**src/rtl/mul_signed_seq.sv**
```systemverilog
// mul_signed_seq
//   Issue/retire wrapper around an external N-bit shift-add unsigned
//   multiplier. Takes an operand pair plus a signed/unsigned flag, hands
//   the operand magnitudes to the multiplier, then restores the sign of the
//   2N-bit product and returns it with the caller's tag.
//
// Ports
//   clk, reset                         clock, synchronous active-high reset
//   in_valid/in_ready                  operand handshake
//   in_a, in_b, in_signed, in_tag      operands, signedness, opaque tag
//   mul_enable                         start/hold enable to the multiplier
//   mul_multiplier, mul_multiplicand   registered operand magnitudes
//   mul_ready                          multiplier done (registered there)
//   mul_product_upper/lower            raw unsigned product halves
//   out_valid/out_ready                result handshake
//   out_hi, out_lo, out_tag            signed-corrected product and tag
//
// Configuration
//   MUL_SEQ_ZERO_BYPASS_EN  when defined, a zero operand skips the
//                           multiplier and retires a zero result from IDLE.
module mul_signed_seq #(
  parameter int N     = 32,
  parameter int TAG_W = 4
) (
  input  logic             clk,
  input  logic             reset,
  input  logic             in_valid,
  output logic             in_ready,
  input  logic [N-1:0]     in_a,
  input  logic [N-1:0]     in_b,
  input  logic             in_signed,
  input  logic [TAG_W-1:0] in_tag,
  output logic             mul_enable,
  output logic [N-1:0]     mul_multiplier,
  output logic [N-1:0]     mul_multiplicand,
  input  logic             mul_ready,
  input  logic [N-1:0]     mul_product_upper,
  input  logic [N-1:0]     mul_product_lower,
  output logic             out_valid,
  input  logic             out_ready,
  output logic [N-1:0]     out_hi,
  output logic [N-1:0]     out_lo,
  output logic [TAG_W-1:0] out_tag
);

  typedef enum logic [1:0] {IDLE, LOAD, RUN, DONE} state_t;

  state_t           state_q;
  logic             in_ready_q, out_valid_q, neg_q;
  logic [N-1:0]     mul_a_q, mul_b_q, out_hi_q, out_lo_q;
  logic [TAG_W-1:0] tag_q;

  logic [N-1:0]     a_mag_d, b_mag_d;
  logic             neg_d;
  logic [2*N-1:0]   raw_d, prod_d;

  // Magnitudes: negating the most negative value wraps to 2^(N-1), which
  // is exactly right when read as unsigned by the multiplier.
  assign a_mag_d = (in_signed && in_a[N-1]) ? -in_a : in_a;
  assign b_mag_d = (in_signed && in_b[N-1]) ? -in_b : in_b;
  assign neg_d   = in_signed & (in_a[N-1] ^ in_b[N-1]);

  assign raw_d   = {mul_product_upper, mul_product_lower};
  assign prod_d  = neg_q ? -raw_d : raw_d;

  always_ff @(posedge clk) begin
    if (reset) begin
      state_q     <= IDLE;
      in_ready_q  <= 1'b1;
      out_valid_q <= 1'b0;
      neg_q       <= 1'b0;
      mul_a_q     <= '0;
      mul_b_q     <= '0;
      out_hi_q    <= '0;
      out_lo_q    <= '0;
      tag_q       <= '0;
    end else begin
      case (state_q)
        IDLE: begin
          if (in_valid) begin
            mul_a_q    <= a_mag_d;
            mul_b_q    <= b_mag_d;
            neg_q      <= neg_d;
            tag_q      <= in_tag;
            in_ready_q <= 1'b0;
`ifdef MUL_SEQ_ZERO_BYPASS_EN
            if (in_a == '0 || in_b == '0) begin
              out_hi_q    <= '0;
              out_lo_q    <= '0;
              out_valid_q <= 1'b1;
              state_q     <= DONE;
            end else begin
              state_q <= LOAD;
            end
`else
            state_q <= LOAD;
`endif
          end
        end
        // One-cycle start pulse; mul_ready here may still be the previous
        // op's done flag, so it is deliberately not looked at.
        LOAD: state_q <= RUN;
        RUN: begin
          if (mul_ready) begin
            {out_hi_q, out_lo_q} <= prod_d;
            out_valid_q          <= 1'b1;
            state_q              <= DONE;
          end
        end
        DONE: begin
          if (out_ready) begin
            out_valid_q <= 1'b0;
            in_ready_q  <= 1'b1;
            state_q     <= IDLE;
          end
        end
        default: state_q <= IDLE;
      endcase
    end
  end

  // Enable drops as soon as the multiplier reports done so it cannot
  // restart on the same operands while we sit in RUN for the capture edge.
  assign mul_enable       = (state_q == LOAD) || ((state_q == RUN) && !mul_ready);
  assign in_ready         = in_ready_q;
  assign out_valid        = out_valid_q;
  assign mul_multiplier   = mul_a_q;
  assign mul_multiplicand = mul_b_q;
  assign out_hi           = out_hi_q;
  assign out_lo           = out_lo_q;
  assign out_tag          = tag_q;

endmodule

```
**config.mk**
```make
export PLATFORM = sky130hd
export DESIGN_NAME = mul_signed_seq
export DESIGN_NICKNAME = d
export VERILOG_FILES = /design/src/rtl/mul_signed_seq.sv
export SDC_FILE = /design/constraint.sdc
export NUM_CORES = 1
export LEC_CHECK = 0
export ABC_CLOCK_PERIOD_IN_PS = 7200
export CORE_MARGIN = 3
export CORE_UTILIZATION = 45
export DETAILED_ROUTE_END_ITERATION = 10
export PLACE_DENSITY = 0.8
export SYNTH_ARGS = -nofsm -noshare
export SYNTH_HDL_FRONTEND = slang
export SYNTH_SLANG_ARGS = --single-unit
```
**constraint.sdc**
```tcl
create_clock -name clk -period 7.2 [get_ports clk]
set_clock_uncertainty 0.1 [all_clocks]
set_input_delay 1.08 -clock clk [delete_from_list [all_inputs] [get_ports clk]]
set_output_delay 1.08 -clock clk [all_outputs]
set_load 0.02 [all_outputs]
```
==> results.yml, run 1 <==
hold_path:
  hold_class: "flip-flop to flip-flop"
  hold_end: "out_hi[4]"
  hp-start: "out_hi[4]"
  hold_depth: 2
worst_setup_path:
  criticalPathCategory: "input pin to flip-flop"
  worst_r2r_endpoint: "out_hi[12]"
  r2r_slack_ns: 4.45
  worst_setup_path_end_kind: "flip-flop"
  cp_max_fo: 17
  r2r-start: "state_q[0]"
  critical_path_arrival_ns: 4.54
  critPathLaunchType: "input pin"
  critical_path_required_ns: 7.40
  reg2regPathDepth: 8
place:
  place.gp.congestion: 0.8876
  postPlaceCellArea_um2: 10640
  dp_cells: 1402
  place_ws_ns: 2.513
  port_buffers: 272
  hpwl_mm: 18.81
power:
  switching_power_mw: 0.9973
  internal-power_mw: 1.937
  p_leak_nw: 3.700
  clock_power_share: 0.310
  ir_drop_v: 0.0001734
  power_frac_seq: 0.333
  power.density_nw_per_um2: 260.9
  swShare: 0.3398
  power_mw: 2.935
  p_comb_frac: 0.357
clocking:
  post_cts_buffers: 0
  cts_tree: "done"
  numClockSinks: 137
  cts_root_buf: "clkbuf_16"
  cts-resized-gates: 0
  h-tree-depth: 4
  cts_hold_buf: 0
  cts_buffers: 17
  clkSlewWorstSetupHoldPaths_ns: 0.06
  clock_latency_ns: 0.41
  clk_path_buf_depth: 2
grt:
  grt_pass1_vias: 7846
  use_met2: 0.4255
  antenna_found_initial: 0
  busiest_layer: "met2"
  use_met1: 0.3399
  grtUsageTotal: 0.2621
  grt_overflow: 0
  met3_usage: 0.07355
  grt_max_degree: 122
  grt_pass1_wl_mm: 41.75
layout:
  multi_input_area_um2: 4777
  fin_util: 0.6689
  ff_latch_area_um2: 2743
  n_fill_cell: 1453
  nets: 1346
  antenna_cells: 0
  finalInstanceArea_um2: 11250
  final_cell_mix: "clkdlybuf4s50_1, dfxtp_1, nor2_1"
  layout_commonest_cell: "clkdlybuf4s50_1"
  final_cell_count_no_fill: 1434
  area_delta_synth_final_pct: 43.12
  layout-drive-gt1-share: 0.04695
timing:
  fmax_ghz: 0.2308
  setup_viol: 0
  max_slew.worst_pin.slew_ns: 1.184
  hold_slack_ns: 0.3487
  rsz0062_at_grt: "false"
  hold_viol_final: 0
  period_share: 0.6019
  finalSetupTns_ns: 0
  fin_crit_ns: 4.334
  max_slew_margin: 0.2107
  finalMaxSlewViolations: 0
  worst_slack_ns: 2.866
synth:
  synth_nets: 1120
  synth_flop_cell: "dfxtp_1"
  synth.cell_area_um2: 7860
  yosys_warnings: 0
  synth_cell_type_count: 58
  synth.avg_cell_area_um2: 8.062
  synth-seq-cells: 137
  seq_area_frac_synth: 0.3489
  netlist_instances: 975
  async_reset_ff_frac: 0
  synth-edff-count: 0
die:
  core_um2: 16820
  die_y_um: 138.2
  fp.dieArea_um2: 19090
  start_util: 0.4673
  die_w_um: 138.2
  fp-row-count: 47
  num_io_pins: 273
run:
  max-cap-violations: 0
run_status:
  status: "complete, no violations"
routing:
  vias: 8421
  drt_first_pass_iters: 6
  post-route-drc-count: 0
  wire_per_inst_um: 18.26
  wl_mm: 26.18
  vias_per_cell: 5.872
  first_iter_violations: 614
  drtAntennaViolNets: 0
## layer usage
metal,up-vias,part of all wire,wire length (um)
li1,4138,-,-
met1,3920,0.43,11270
met2,322,0.46,12090
met3,41,0.085,2238
met4,0,0.022,575
met5,-,0,0
## worst max-delay path, cell delays in order
cell	delay, ns
clkdlybuf4s50_1	0.48
inv_1	0.10
ha_1	0.18
or3b_2	0.52
or4_1	0.87
nor3_2	0.74
nand2_1	0.19
o311ai_0	0.37
## kinds of logic (layout without fill, tap and decap cells)
kind of cell               count (synthesis)  count (layout)  synth area share
muxes                                      6               6          0.007800
DFF                                      137             137            0.3489
adders and majority gates                  7               7           0.01114
buffers and inverters                     88             327           0.04409
and+or+nand+nor                          369             369            0.2337
AOI/OAI and AO/OA                        279             279            0.2552
xor gates and xnor gates                  89              89           0.09917
## cell usage after synthesis (5+ instances only)
| cell type | n | area share |
|---|---|---|
| a311oi_1 | 12 | 0.013 |
| or2_2 | 5 | 0.0040 |
| inv_1 | 14 | 0.0067 |
| clkbuf_1 | 61 | 0.029 |
| o21ai_0 | 43 | 0.027 |
| a21oi_1 | 37 | 0.024 |
| a32oi_1 | 11 | 0.012 |
| ha_1 | 7 | 0.011 |
| xnor2_1 | 27 | 0.030 |
| or3_1 | 21 | 0.017 |
| nand3_1 | 25 | 0.016 |
| mux2i_1 | 5 | 0.0064 |
| nand4_1 | 10 | 0.0080 |
| xor2_1 | 62 | 0.069 |
| nand2b_1 | 13 | 0.010 |
| o41ai_1 | 26 | 0.029 |
| nor3_1 | 35 | 0.022 |
| o311ai_0 | 9 | 0.010 |
| nand2_1 | 69 | 0.033 |
| a31oi_1 | 10 | 0.0080 |
| or4_1 | 15 | 0.014 |
| o31ai_1 | 21 | 0.020 |
| a211oi_1 | 76 | 0.073 |
| nor4_1 | 20 | 0.016 |
| nor2_1 | 118 | 0.056 |
| dfxtp_1 | 137 | 0.35 |
| buf_1 | 10 | 0.0048 |
| and3_1 | 10 | 0.0080 |
| and2_1 | 7 | 0.0056 |
| a32o_1 | 8 | 0.010 |
## worst max path at each step
stage                              start    endpoint  cells past startpoint  slack [ns]
CTS                 mul_product_lower[0]  out_hi[24]                      8        2.90
finish              mul_product_lower[0]  out_hi[24]                      8        2.87
floorplan           mul_product_lower[0]  out_lo[24]                     10        3.73
global placement    mul_product_lower[0]  out_hi[26]                      8        2.64
global route        mul_product_lower[0]  out_hi[24]                      8        2.56
detailed placement  mul_product_lower[0]  out_hi[26]                      8        2.51
## layout make-up
type,count,share of cell area
clock buffer,20,0.04149
clock inverter,12,0.01312
inverter,14,0.004671
multi-input combinational,750,0.4246
sequential,137,0.2438
tap,220,0.02447
timing repair buffer,281,0.2478
## power groups by stage
stage	Clock, mW	Sequential (mW)	Combinational [mW]
global route	0.960	0.992	1.13
floorplan	0	1.15	0.395
detailed placement	0	0.990	1.04
CTS	0.926	0.976	1.05
global placement	0	0.986	1.03
finish	0.911	0.976	1.05
## state kept, by name, summed over array words and instances, names as in the netlist
register          count
out_hi               32
out_valid             1
state_q               2
mul_multiplier       32
mul_multiplicand     32
out_tag               4
out_lo               32
in_ready              1
neg_q                 1
Power figures use the tool's default switching activity.
==> run 2: changes to the inputs <==
==> config.mk (replaced) <==
export PLATFORM = sky130hd
export DESIGN_NAME = mul_signed_seq
export DESIGN_NICKNAME = d
export VERILOG_FILES = /design/src/rtl/mul_signed_seq.sv
export SDC_FILE = /design/constraint.sdc
export NUM_CORES = 1
export LEC_CHECK = 0
export ABC_CLOCK_PERIOD_IN_PS = 3700
export CORE_MARGIN = 3
export CORE_UTILIZATION = 42
export DETAILED_ROUTE_END_ITERATION = 10
export PLACE_DENSITY = 0.78
export SYNTH_ARGS = -nofsm -noshare
export SYNTH_HDL_FRONTEND = slang
export SYNTH_SLANG_ARGS = --single-unit
==> constraint.sdc (replaced) <==
create_clock -name clk -period 3.7 [get_ports clk]
set_clock_uncertainty 0.1 [all_clocks]
set_input_delay 0.555 -clock clk [delete_from_list [all_inputs] [get_ports clk]]
set_output_delay 0.555 -clock clk [all_outputs]
set_load 0.02 [all_outputs]
==> run 2 against run 1 <==
Wire length about the same. Highest routed layer unchanged. Register-to-register slack worse by 3.2 ns. Largest power group unchanged. Worst hold slack better by 0.0027 ns. Largest cell class unchanged. First-iteration DRC count down 18%.
==> results.yml, run 2 (synthesis results as in run 1) <==
run_status:
  status: "complete, no violations"
die:
  fp.dieArea_um2: 20390
  die_y_um: 142.8
  num_io_pins: 273
  core_um2: 18150
  fp-row-count: 49
  start_util: 0.4331
  die_w_um: 142.8
routing:
  drtAntennaViolNets: 0
  vias_per_cell: 5.853
  first_iter_violations: 501
  post-route-drc-count: 0
  wl_mm: 26.15
  vias: 8533
  drt_first_pass_iters: 5
  wire_per_inst_um: 17.94
worst_setup_path:
  cp_max_fo: 17
  criticalPathCategory: "input pin to flip-flop"
  crit_chain: "clkdlybuf4s50_1 -> inv_1 -> ha_1 -> or3b_2 -> or4_1 -> buf_4 -> nor3_2 -> buf_12 -> nand2_1 -> o311ai_0"
  worst_setup_path_end_kind: "flip-flop"
  endpoint: "out_hi[24]"
  setup.worst_path.start: "mul_product_lower[1]"
  critPathLaunchType: "input pin"
  slowest_delay_ns: 0.55
  worst_r2r_endpoint: "out_lo[30]"
  reg2regPathDepth: 5
  cp_slowest_cell: "or4_1"
  r2r_slack_ns: 1.30
  critical_path_arrival_ns: 3.39
  critical_path_required_ns: 3.90
  r2r-start: "neg_q"
hold_path:
  hold_class: "flip-flop to flip-flop"
timing:
  fin_crit_ns: 3.192
  max_slew_margin: 0.3265
  fmax_ghz: 0.3133
  hold_slack_ns: 0.3514
  rsz0062_at_grt: "false"
  finalSetupTns_ns: 0
  hold_viol_final: 0
  period_share: 0.8626
  max_slew.worst_pin.slew_ns: 1.010
  setup_viol: 0
  finalMaxSlewViolations: 0
clocking:
  cts_hold_buf: 0
  cts-resized-gates: 0
  h-tree-depth: 4
  clkSlewWorstSetupHoldPaths_ns: 0.06
  cts_buffers: 17
  numClockSinks: 137
  clk_path_buf_depth: 2
  cts_root_buf: "clkbuf_16"
  cts_tree: "done"
  clock_latency_ns: 0.41
  post_cts_buffers: 0
grt:
  antenna_found_initial: 1
  grt_pass1_vias: 8168
  grt_max_degree: 92
  grt_pass1_wl_mm: 41.57
  grt_overflow: 0
  grtUsageTotal: 0.2496
power:
  ir_drop_v: 0.0003373
  power.density_nw_per_um2: 499.7
  p_leak_nw: 3.768
layout:
  layout-drive-gt1-share: 0.05700
  layout_commonest_cell: "clkdlybuf4s50_1"
  area_delta_synth_final_pct: 44.89
  nets: 1361
  fin_util: 0.6276
  n_fill_cell: 1597
  final_cell_mix: "clkdlybuf4s50_1, dfxtp_1, nor2_1"
run:
  max-cap-violations: 0
place:
  hpwl_mm: 18.91
  port_buffers: 272
  place.gp.congestion: 0.9095
run 2: changes by cell type in the layout (fill, tap and decap cells not counted), moves of 2 or more:
cell	delta
clkinv_4	-2
inv_6	+2
buf_4	+13
buf_12	+2
clkinv_2	-2
run 2: how the worst min path moves through the flow:
stage / start / to / slack, ns / depth (start not counted)
5_1_grt: reset / out_lo[0] / 0.35 / 2
2_1_floorplan: state_q[0] / state_q[0] / 0.41 / 2
3_5_place_dp: mul_multiplier[23] / mul_multiplier[23] / 0.34 / 2
3_3_place_gp: mul_multiplier[23] / mul_multiplier[23] / 0.34 / 2
6_report: mul_multiplier[23] / mul_multiplier[23] / 0.35 / 2
4_1_cts: reset / out_lo[0] / 0.35 / 2
run 2: metal layers:
layer | GRT usage | vias to the layer above | part of all wire
met2 | 0.4075 | 357 | 0.47
met3 | 0.08808 | 52 | 0.093
li1 | - | 4154 | -
met5 | 0 | - | 0
met4 | 0.08904 | 0 | 0.027
met1 | 0.3052 | 3970 | 0.41
run 2: worst max-delay path, delay by kind of cell:
family | cells | cell delay [ns]
fa+ha+maj | 1 | 0.17
compound gates | 1 | 0.37
buf+inv | 4 | 0.94
simple gates | 4 | 1.35
run 2: cell type report:
class | count | area, um2 | area share
Clock inverter | 11 | 145.1 | 0.01274
Inverter | 14 | 52.55 | 0.004614
Timing Repair Buffer | 296 | 2925 | 0.2569
Antenna cell | 1 | 2.502 | 0.0002197
Multi-Input combinational cell | 750 | 4777 | 0.4195
Clock buffer | 20 | 456.7 | 0.04010
Tap cell | 229 | 286.5 | 0.02516
Sequential cell | 137 | 2743 | 0.2408
run 2: report_power, final:
group | internal, mW | switching [mW]
registers | 1.75 | 0.153
logic | 0.916 | 1.11
clock network | 1.09 | 0.663
run 2: per-stage QoR:
stage	worst slack [ns]	instance area, um2	instances	total power [mW]
5_1_grt	0.4162	11390	1458	6.001
3_3_place_gp	0.2251	10780	1426	3.932
6_report	0.5082	11390	1458	5.691
2_1_floorplan	0.7502	7860	975	3.006
3_5_place_dp	0.1625	10780	1426	3.959
4_1_cts	0.5513	11390	1457	5.737
==> run 3: changes to the inputs <==
--- a/config.mk
+++ b/config.mk
@@ -10,6 +10,7 @@
 export CORE_UTILIZATION = 42
 export DETAILED_ROUTE_END_ITERATION = 10
 export PLACE_DENSITY = 0.78
+export RECOVER_POWER = 25
 export SYNTH_ARGS = -nofsm -noshare
 export SYNTH_HDL_FRONTEND = slang
 export SYNTH_SLANG_ARGS = --single-unit
==> run 3 against run 2 <==
Maximum frequency increased by 0.18%. Non-clock buffer count did not move. Highest routed layer is now met5. Critical path type unchanged. Sequential cell count unchanged. The flow now finishes with violations (max-capacitance violations, max-slew violations). Largest power group unchanged. Via count about the same.
==> results.yml, run 3 (synthesis results as in run 1) <==
run_status:
  status: "complete, but fails checks"
  violations: "max-capacitance violations, max-slew violations"
grt:
  grt_max_degree: 92
  antenna_found_initial: 2
  grtUsageTotal: 0.2496
  grt_overflow: 0
  grt_pass1_vias: 8168
  grt_pass1_wl_mm: 41.57
worst_setup_path:
  critical_path_arrival_ns: 3.38
  cp_max_fo: 17
  r2r-start: "state_q[0]"
  critPathLaunchType: "input pin"
  reg2regPathDepth: 7
  r2r_slack_ns: 1.22
  criticalPathCategory: "input pin to flip-flop"
  worst_setup_path_end_kind: "flip-flop"
  critical_path_required_ns: 3.90
  worst_r2r_endpoint: "out_lo[16]"
clocking:
  h-tree-depth: 4
  cts_buffers: 17
  cts-resized-gates: 0
  post_cts_buffers: 0
  numClockSinks: 137
  cts_hold_buf: 0
  clk_path_buf_depth: 2
  clock_latency_ns: 0.41
  clkSlewWorstSetupHoldPaths_ns: 0.06
  cts_root_buf: "clkbuf_16"
  cts_tree: "done"
power:
  ir_drop_v: 0.0003378
  power_mw: 5.642
  p_leak_nw: 3.937
  power.density_nw_per_um2: 495.8
timing:
  fmax_ghz: 0.3139
  hold_slack_ns: 0.3523
  period_share: 0.8611
  setup_viol: 0
  hold_viol_final: 0
  rsz0062_at_grt: "false"
  finalMaxSlewViolations: 92
  max_slew_margin: -0.2928
  finalSetupTns_ns: 0
  max_slew.worst_pin.slew_ns: 1.939
  worst_slack_ns: 0.5141
  fin_crit_ns: 3.186
layout:
  layout_commonest_cell: "clkdlybuf4s50_1"
  area_delta_synth_final_pct: 44.78
  fin_util: 0.6271
  nets: 1361
  final_cell_mix: "clkdlybuf4s50_1, dfxtp_1, nor2_1"
  layout-drive-gt1-share: 0.05619
run:
  max-cap-violations: 1
die:
  start_util: 0.4331
  num_io_pins: 273
  die_y_um: 142.8
  fp-row-count: 49
  core_um2: 18150
  fp.dieArea_um2: 20390
  die_w_um: 142.8
hold_path:
  hp-start: "mul_multiplier[23]"
  hold_depth: 2
  hold_class: "flip-flop to flip-flop"
  hold_end: "mul_multiplier[23]"
routing:
  wl_mm: 26.08
  vias_per_cell: 5.854
  first_iter_violations: 529
  post-route-drc-count: 0
  drtAntennaViolNets: 0
  wire_per_inst_um: 17.88
  vias: 8535
  drt_first_pass_iters: 5
place:
  place.gp.congestion: 0.9095
  hpwl_mm: 18.91
  port_buffers: 272
  place_ws_ns: 0.1625
run 3: changes by cell type in the layout (fill, tap and decap cells not counted), sizes merged:
cell	previous run	this run
clkdlybuf4s50	271	211
dlygate4sd3	0	60
buf	25	22
clkbuf	20	23
run 3: per-layer routing:
layer,vias to the layer above,track usage,share of wire
li1,4157,-,-
met2,356,0.4075,0.47
met4,2,0.08904,0.027
met3,52,0.08808,0.093
met1,3968,0.3052,0.41
met5,-,0,0.00035
run 3: area by class of cell:
type                    instances  area (um2)
repair buffers                296        2917
well taps                     229       286.5
flip-flops and latches        137        2743
inverters                      14       52.55
diodes                          1       2.502
multi-input cells             750        4777
fillers                      1600        6768
clock buffers                  20       456.7
clock inverters                11       145.1
run 3: power by group:
group          internal (mW)  switching [mW]  leakage (nW)
clock network           1.09           0.661         0.289
registers               1.75           0.147          1.12
logic                  0.875            1.11          2.53
run 3: worst max-delay path by stage:
stage	slack [ns]	startpoint	endpoint
floorplan	0.75	mul_product_lower[0]	out_lo[24]
global placement	0.23	mul_product_lower[0]	out_hi[18]
detailed placement	0.16	mul_product_lower[0]	out_hi[26]
CTS	0.55	mul_product_lower[1]	out_hi[24]
global route	0.40	reset	mul_multiplicand[28]
finish	0.51	mul_product_lower[1]	out_hi[24]
run 3: critical path: stages:
cell and delay [ns]:
clkdlybuf4s50_1 0.46, inv_1 0.08, ha_1 0.17, or3b_2 0.53, or4_1 0.55, buf_4 0.22
nor3_2 0.20, buf_12 0.18, nand2_1 0.07, o311ai_0 0.36
run 3: per-stage QoR:
stage / std cells / instance area (um2)
2_1_floorplan: 975 / 7860
3_3_place_gp: 1426 / 10780
3_5_place_dp: 1426 / 10780
4_1_cts: 1457 / 11390
5_1_grt: 1458 / 11380
6_report: 1458 / 11380
